### config.mk
export PLATFORM = sky130hd
export DESIGN_NAME = cpu_sequencer
export DESIGN_NICKNAME = d
export VERILOG_FILES = /design/src/rtl/cpu_sequencer.sv
export SDC_FILE = /design/constraint.sdc
export NUM_CORES = 1
export LEC_CHECK = 0
export BUFFER_PORTS_ARGS = -buffer_cell sky130_fd_sc_hd__buf_2
export CORE_UTILIZATION = 52
export CTS_BUF_LIST = sky130_fd_sc_hd__clkbuf_2
export DETAILED_ROUTE_END_ITERATION = 12
export GPL_TIMING_DRIVEN = 0
export PLACE_DENSITY_LB_ADDON = 0.08
export SLEW_MARGIN = 30
export SYNTH_ARGS = -nofsm -noshare
export SYNTH_HDL_FRONTEND = slang
export SYNTH_SLANG_ARGS = --single-unit
### constraint.sdc
create_clock -name clk -period 1.76 [get_ports clk]
set_input_delay 0.44 -clock clk [delete_from_list [all_inputs] [get_ports clk]]
set_output_delay 0.44 -clock clk [all_outputs]
set_load 0.05 [all_outputs]
### src/rtl/cpu_sequencer.sv
// Instruction sequencer: fetches an 8-bit opcode, steers one bus driver and one
// capture enable per instruction, and handles program loading, stepping and halt.
module cpu_sequencer #(
    parameter logic [7:0] HALT_OP = 8'hFF
) (
    input  logic       clk,
    input  logic       rst,
    input  logic       run,
    input  logic       step_mode,
    input  logic       step_req,
    input  logic       load_req,
    input  logic       load_done,
    input  logic [7:0] ram_data,
    input  logic       branch_taken,
    output logic       ram_grant_ext,
    output logic       pc_inc,
    output logic       pc_load,
    output logic [7:0] ir,
    output logic [7:0] src_load_en,
    output logic [7:0] dst_save_en,
    output logic       imm_en,
    output logic       alu_en,
    output logic       busy,
    output logic [2:0] state,
    output logic [7:0] instr_count
);

    typedef enum logic [2:0] {
        S_IDLE   = 3'd0,
        S_LOAD   = 3'd1,
        S_FETCH  = 3'd2,
        S_DECODE = 3'd3,
        S_EXEC   = 3'd4,
        S_WRITE  = 3'd5,
        S_PAUSE  = 3'd6,
        S_HALT   = 3'd7
    } state_t;

    localparam logic [1:0] CLS_IMM    = 2'b00;
    localparam logic [1:0] CLS_ALU    = 2'b01;
    localparam logic [1:0] CLS_COPY   = 2'b10;
    localparam logic [1:0] CLS_BRANCH = 2'b11;

    state_t     state_q;
    logic [7:0] ir_q;
    logic [7:0] count_q;
    logic       imm_en_q;
    logic       alu_en_q;
    logic [7:0] src_q;
    logic [7:0] dst_q;
    logic       pc_inc_wr_q;
    logic       grant_q;
    logic       exec_branch;
    state_t     retire_next;

    // Where to go once an instruction retires; step_mode wins over run.
    always_comb begin
        retire_next = S_IDLE;
        if (step_mode)
            retire_next = S_PAUSE;
        else if (run)
            retire_next = S_FETCH;
    end

    // Loader handshake: load_req is a level sampled only in IDLE; the grant is
    // held for the whole of LOAD and released by a load_done pulse.
    always_ff @(posedge clk or negedge rst) begin
        if (!rst) begin
            state_q     <= S_IDLE;
            ir_q        <= 8'h00;
            count_q     <= 8'h00;
            imm_en_q    <= 1'b0;
            alu_en_q    <= 1'b0;
            src_q       <= 8'h00;
            dst_q       <= 8'h00;
            pc_inc_wr_q <= 1'b0;
            grant_q     <= 1'b0;
        end else begin
            imm_en_q    <= 1'b0;
            alu_en_q    <= 1'b0;
            src_q       <= 8'h00;
            dst_q       <= 8'h00;
            pc_inc_wr_q <= 1'b0;
            grant_q     <= 1'b0;
            case (state_q)
                S_IDLE: begin
                    if (load_req) begin
                        state_q <= S_LOAD;
                        grant_q <= 1'b1;
                    end else if (run) begin
                        state_q <= S_FETCH;
                    end
                end
                S_LOAD: begin
                    if (load_done)
                        state_q <= S_IDLE;
                    else
                        grant_q <= 1'b1;
                end
                S_FETCH: begin
                    ir_q    <= ram_data;
                    state_q <= S_DECODE;
                end
                S_DECODE: begin
                    // Halt is checked first: the default HALT_OP sits in the branch class.
                    if (ir_q == HALT_OP) begin
                        state_q <= S_HALT;
                    end else begin
                        state_q <= S_EXEC;
                        case (ir_q[7:6])
                            CLS_IMM:  imm_en_q <= 1'b1;
                            CLS_ALU:  alu_en_q <= 1'b1;
                            CLS_COPY: src_q    <= 8'h01 << ir_q[5:3];
                            default:  ;
                        endcase
                    end
                end
                S_EXEC: begin
                    if (ir_q[7:6] == CLS_BRANCH) begin
                        count_q <= count_q + 8'd1;
                        state_q <= retire_next;
                    end else begin
                        state_q     <= S_WRITE;
                        pc_inc_wr_q <= 1'b1;
                        case (ir_q[7:6])
                            CLS_IMM:  dst_q <= 8'h01;
                            CLS_ALU:  dst_q <= 8'h08;
                            default:  dst_q <= 8'h01 << ir_q[2:0];
                        endcase
                    end
                end
                S_WRITE: begin
                    count_q <= count_q + 8'd1;
                    state_q <= retire_next;
                end
                S_PAUSE: begin
                    if (!run)
                        state_q <= S_IDLE;
                    else if (step_req)
                        state_q <= S_FETCH;
                end
                S_HALT: begin
                    if (!run)
                        state_q <= S_IDLE;
                end
                default: state_q <= S_IDLE;
            endcase
        end
    end

    // Branch strobes follow branch_taken live, since it is only valid during EXEC.
    assign exec_branch = (state_q == S_EXEC) && (ir_q[7:6] == CLS_BRANCH);
    assign pc_load     = exec_branch && branch_taken;
    assign pc_inc      = pc_inc_wr_q || (exec_branch && !branch_taken);

    assign ram_grant_ext = grant_q;
    assign ir            = ir_q;
    assign src_load_en   = src_q;
    assign dst_save_en   = dst_q;
    assign imm_en        = imm_en_q;
    assign alu_en        = alu_en_q;
    assign busy          = (state_q != S_IDLE) && (state_q != S_HALT);
    assign state         = state_q;
    assign instr_count   = count_q;

endmodule

==> flow_summary.ini <==
[power]
fin_total_pwr_mw = 4.43
vdd_ir_drop_max_uv = 1200
power_density_nw_per_um2 = 1930
power_leakage_nw = 1.17

[setup_path]
cp_common_cell = nand2b_4
crit_chain = nand2b_4 -> nand2b_4 -> nor3_4 -> buf_6
slowest_stage = dfrtp_2
crit_family = flip-flops
crit_arrival_ns = 1.49
cp.required_ns = 1.32
critPathKind = flop to output pin
cp_num_buf_inv = 1
path_max_fanout = 4
critPathCaptureType = output pin
slowest_delay_ns = 0.49
rrSetupSlack_ns = 0.15
critPathLaunchType = flop

[job]
maxCapViolCount = 0

[finish]
final_net_count = 229
final_cell_mix = buf_2, dfrtp_1, nor2_1, buf_4
area_growth_pct = 32.9
layout_commonest_cell = buf_2
nFillCells = 249
drive_gt1_share_pct = 51.2
antenna_cells_inserted = 0
multi_input_area_um2 = 751
regArea_um2 = 980

[clock_tree]
insertion_delay_ns = 0.38
htree_levels = 2
cts_buffers = 5
clk_path_buf_depth = 2
clkTransAtPathRegs_ns = 0.19
numClockSinks = 39
cts_tree = yes
root_buffer = clkbuf_2
hold_buffers = 0

[yosys]
syn_avg_cell_area_um2 = 12.2
synth_seq_area_share_pct = 56.6
ys_types = 42
synth_nets = 158
yosysTopAreaCell = dfrtp_1
syn_inst = 141
yosysTopAreaCellShare_pct = 56.6
synth.ff_latch_count = 39
ys_warn_count = 0
ys_top_cells_by_area = dfrtp_1, mux2_4, nor3_1
syn_area_um2 = 1720

[die]
ios = 57
initial_core_util_pct = 55.6
core_area_um2 = 3100
die-area_um2 = 3550
die_h_um = 59.6
placementRows = 20
die_x_um = 59.6

[routing]
drt_iter0_drc = 65
viasPerCell = 5.12
first_pass_iters = 4
vias = 1317
wl_per_cell_um = 13.3
antenna_left = 0
drc = 0
finalWirelength_um = 3410

[sta]
period_share_pct = 110
relSlewSlack_pct = 45.6
setup_viol = 3
fin_worst_skew_ns = 0.00682
worst_pin_slew_ns = 0.816
fmax_ghz = 0.518
period_needed_ns = 1.93
hold_violations = 0
rsz0062_at_grt = yes
slew_viol_final = 0
finalWorstSetupSlack_ns = -0.172

[global_routing]
grt_use_total_pct = 21.6
grt_pass1_vias = 1249
grt_first_pass_wirelength_um = 5590
grt_overflow = 0
grt_max_degree = 40
antenna_found_initial = 0

[place]
dpl.hpwl_um = 2380
dp_slack_ns = -0.0993
port_buffers = 56
gp_congestion = 0.787

[outcome]
violations = negative setup slack
status = finished with violations

[worst_hold_path]
hp-class = input port to async pin
area by class of cell:
type | instances | area share, %
tap | 44 | 2.40
clock buffer | 5 | 1.09
inverter | 3 | 0.491
sequential | 39 | 42.7
timing repair buffer | 66 | 17.0
buffer | 4 | 1.80
clock inverter | 3 | 1.69
multi-input combinational | 93 | 32.8
through the flow:
stage | TNS (ns) | instance area, um2 | cells | util (%) | hold slack (ns)
final | -0.475 | 2290 | 257 | 73.9 | 0.126
after global routing | -0.801 | 2290 | 257 | 73.9 | 0.162
after CTS | -0.521 | 2250 | 255 | 72.6 | 0.146
after detailed placement | -0.0993 | 2100 | 241 | 67.8 | 0.467
after global placement | -0.0650 | 2100 | 241 | 67.8 | 0.456
after floorplan | -0.141 | 1770 | 141 | - | 0.144
synth_stat cells (all sizes together):
master / instances
dfrtp: 39
nor2: 13
nor3: 12
mux2: 9
nand2: 9
nand2b: 7
buf: 6
nand3: 5
xnor2: 5
a21oi: 3
inv: 3
nand4: 3
nor2b: 3
or3: 3
and3: 2
nor4: 2
o21a: 2
or2b: 2
xor2: 2
a21o: 1
a32oi: 1
a41o: 1
and2: 1
ha: 1
nand3b: 1
nor3b: 1
o211ai: 1
o31a: 1
o31ai: 1
o32ai: 1
cell families (layout without fill, tap and decap cells):
kind of cell / count (synthesis) / in the layout / synth area share, %
AOI/OAI and AO/OA: 12 / 12 / 5.59
xor gates and xnor gates: 7 / 7 / 3.56
adders and majority gates: 1 / 1 / 0.726
buffers and inverters: 9 / 81 / 3.34
DFF: 39 / 39 / 56.6
muxes: 9 / 9 / 7.62
and+or+nand+nor: 64 / 64 / 22.6
final timing paths:
| kind | cells past startpoint | to | from |
|---|---|---|---|
| worst max-delay path | 4 | pc_load | state[1] |
| min in group clk | 2 | ir[2] | ram_data[2] |
| max in group asynchronous | 1 | state[0] | rst |
| worst min register to register | 1 | instr_count[7] | instr_count[7] |
| worst max register to register | 6 | ir[1] | state[2] |
| worst min-delay path | 1 | ir[5] | rst |
what timing repair did:
action,CTS,global route
buffers inserted,8,2
pin swaps,2,1
cloned,0,0
resized for setup,11,6
setup endpoints to repair,3,5
flip-flops by register name, summed over array words and instances (netlist names):
register,count
dst_save_en,8
imm_en,1
state,3
instr_count,8
ir,8
src_load_en,8
pc_inc_wr_q,1
ram_grant_ext,1
alu_en,1
power breakdown:
part           total [mW]  switching, mW  internal (mW)
logic                2.53           1.59          0.947
registers            1.38          0.264           1.12
clock network       0.516          0.282          0.234
total                4.43           2.13           2.30
worst register-to-register path: cells and delay by family (launching register included):
| family | cells | cell delay [ns] |
|---|---|---|
| flops | 1 | 0.45 |
| simple gates | 2 | 0.32 |
| mux | 1 | 0.31 |
| buf+inv | 3 | 0.46 |
layer usage:
metal	track usage [%]	vias up	wire (um)
li1	-	636	-
met2	35.5	52	1680
met3	6.55	4	259
met4	7.31	0	27
met1	27.0	625	1440
met5	0	-	0
(Power assumes the default switching activity.)
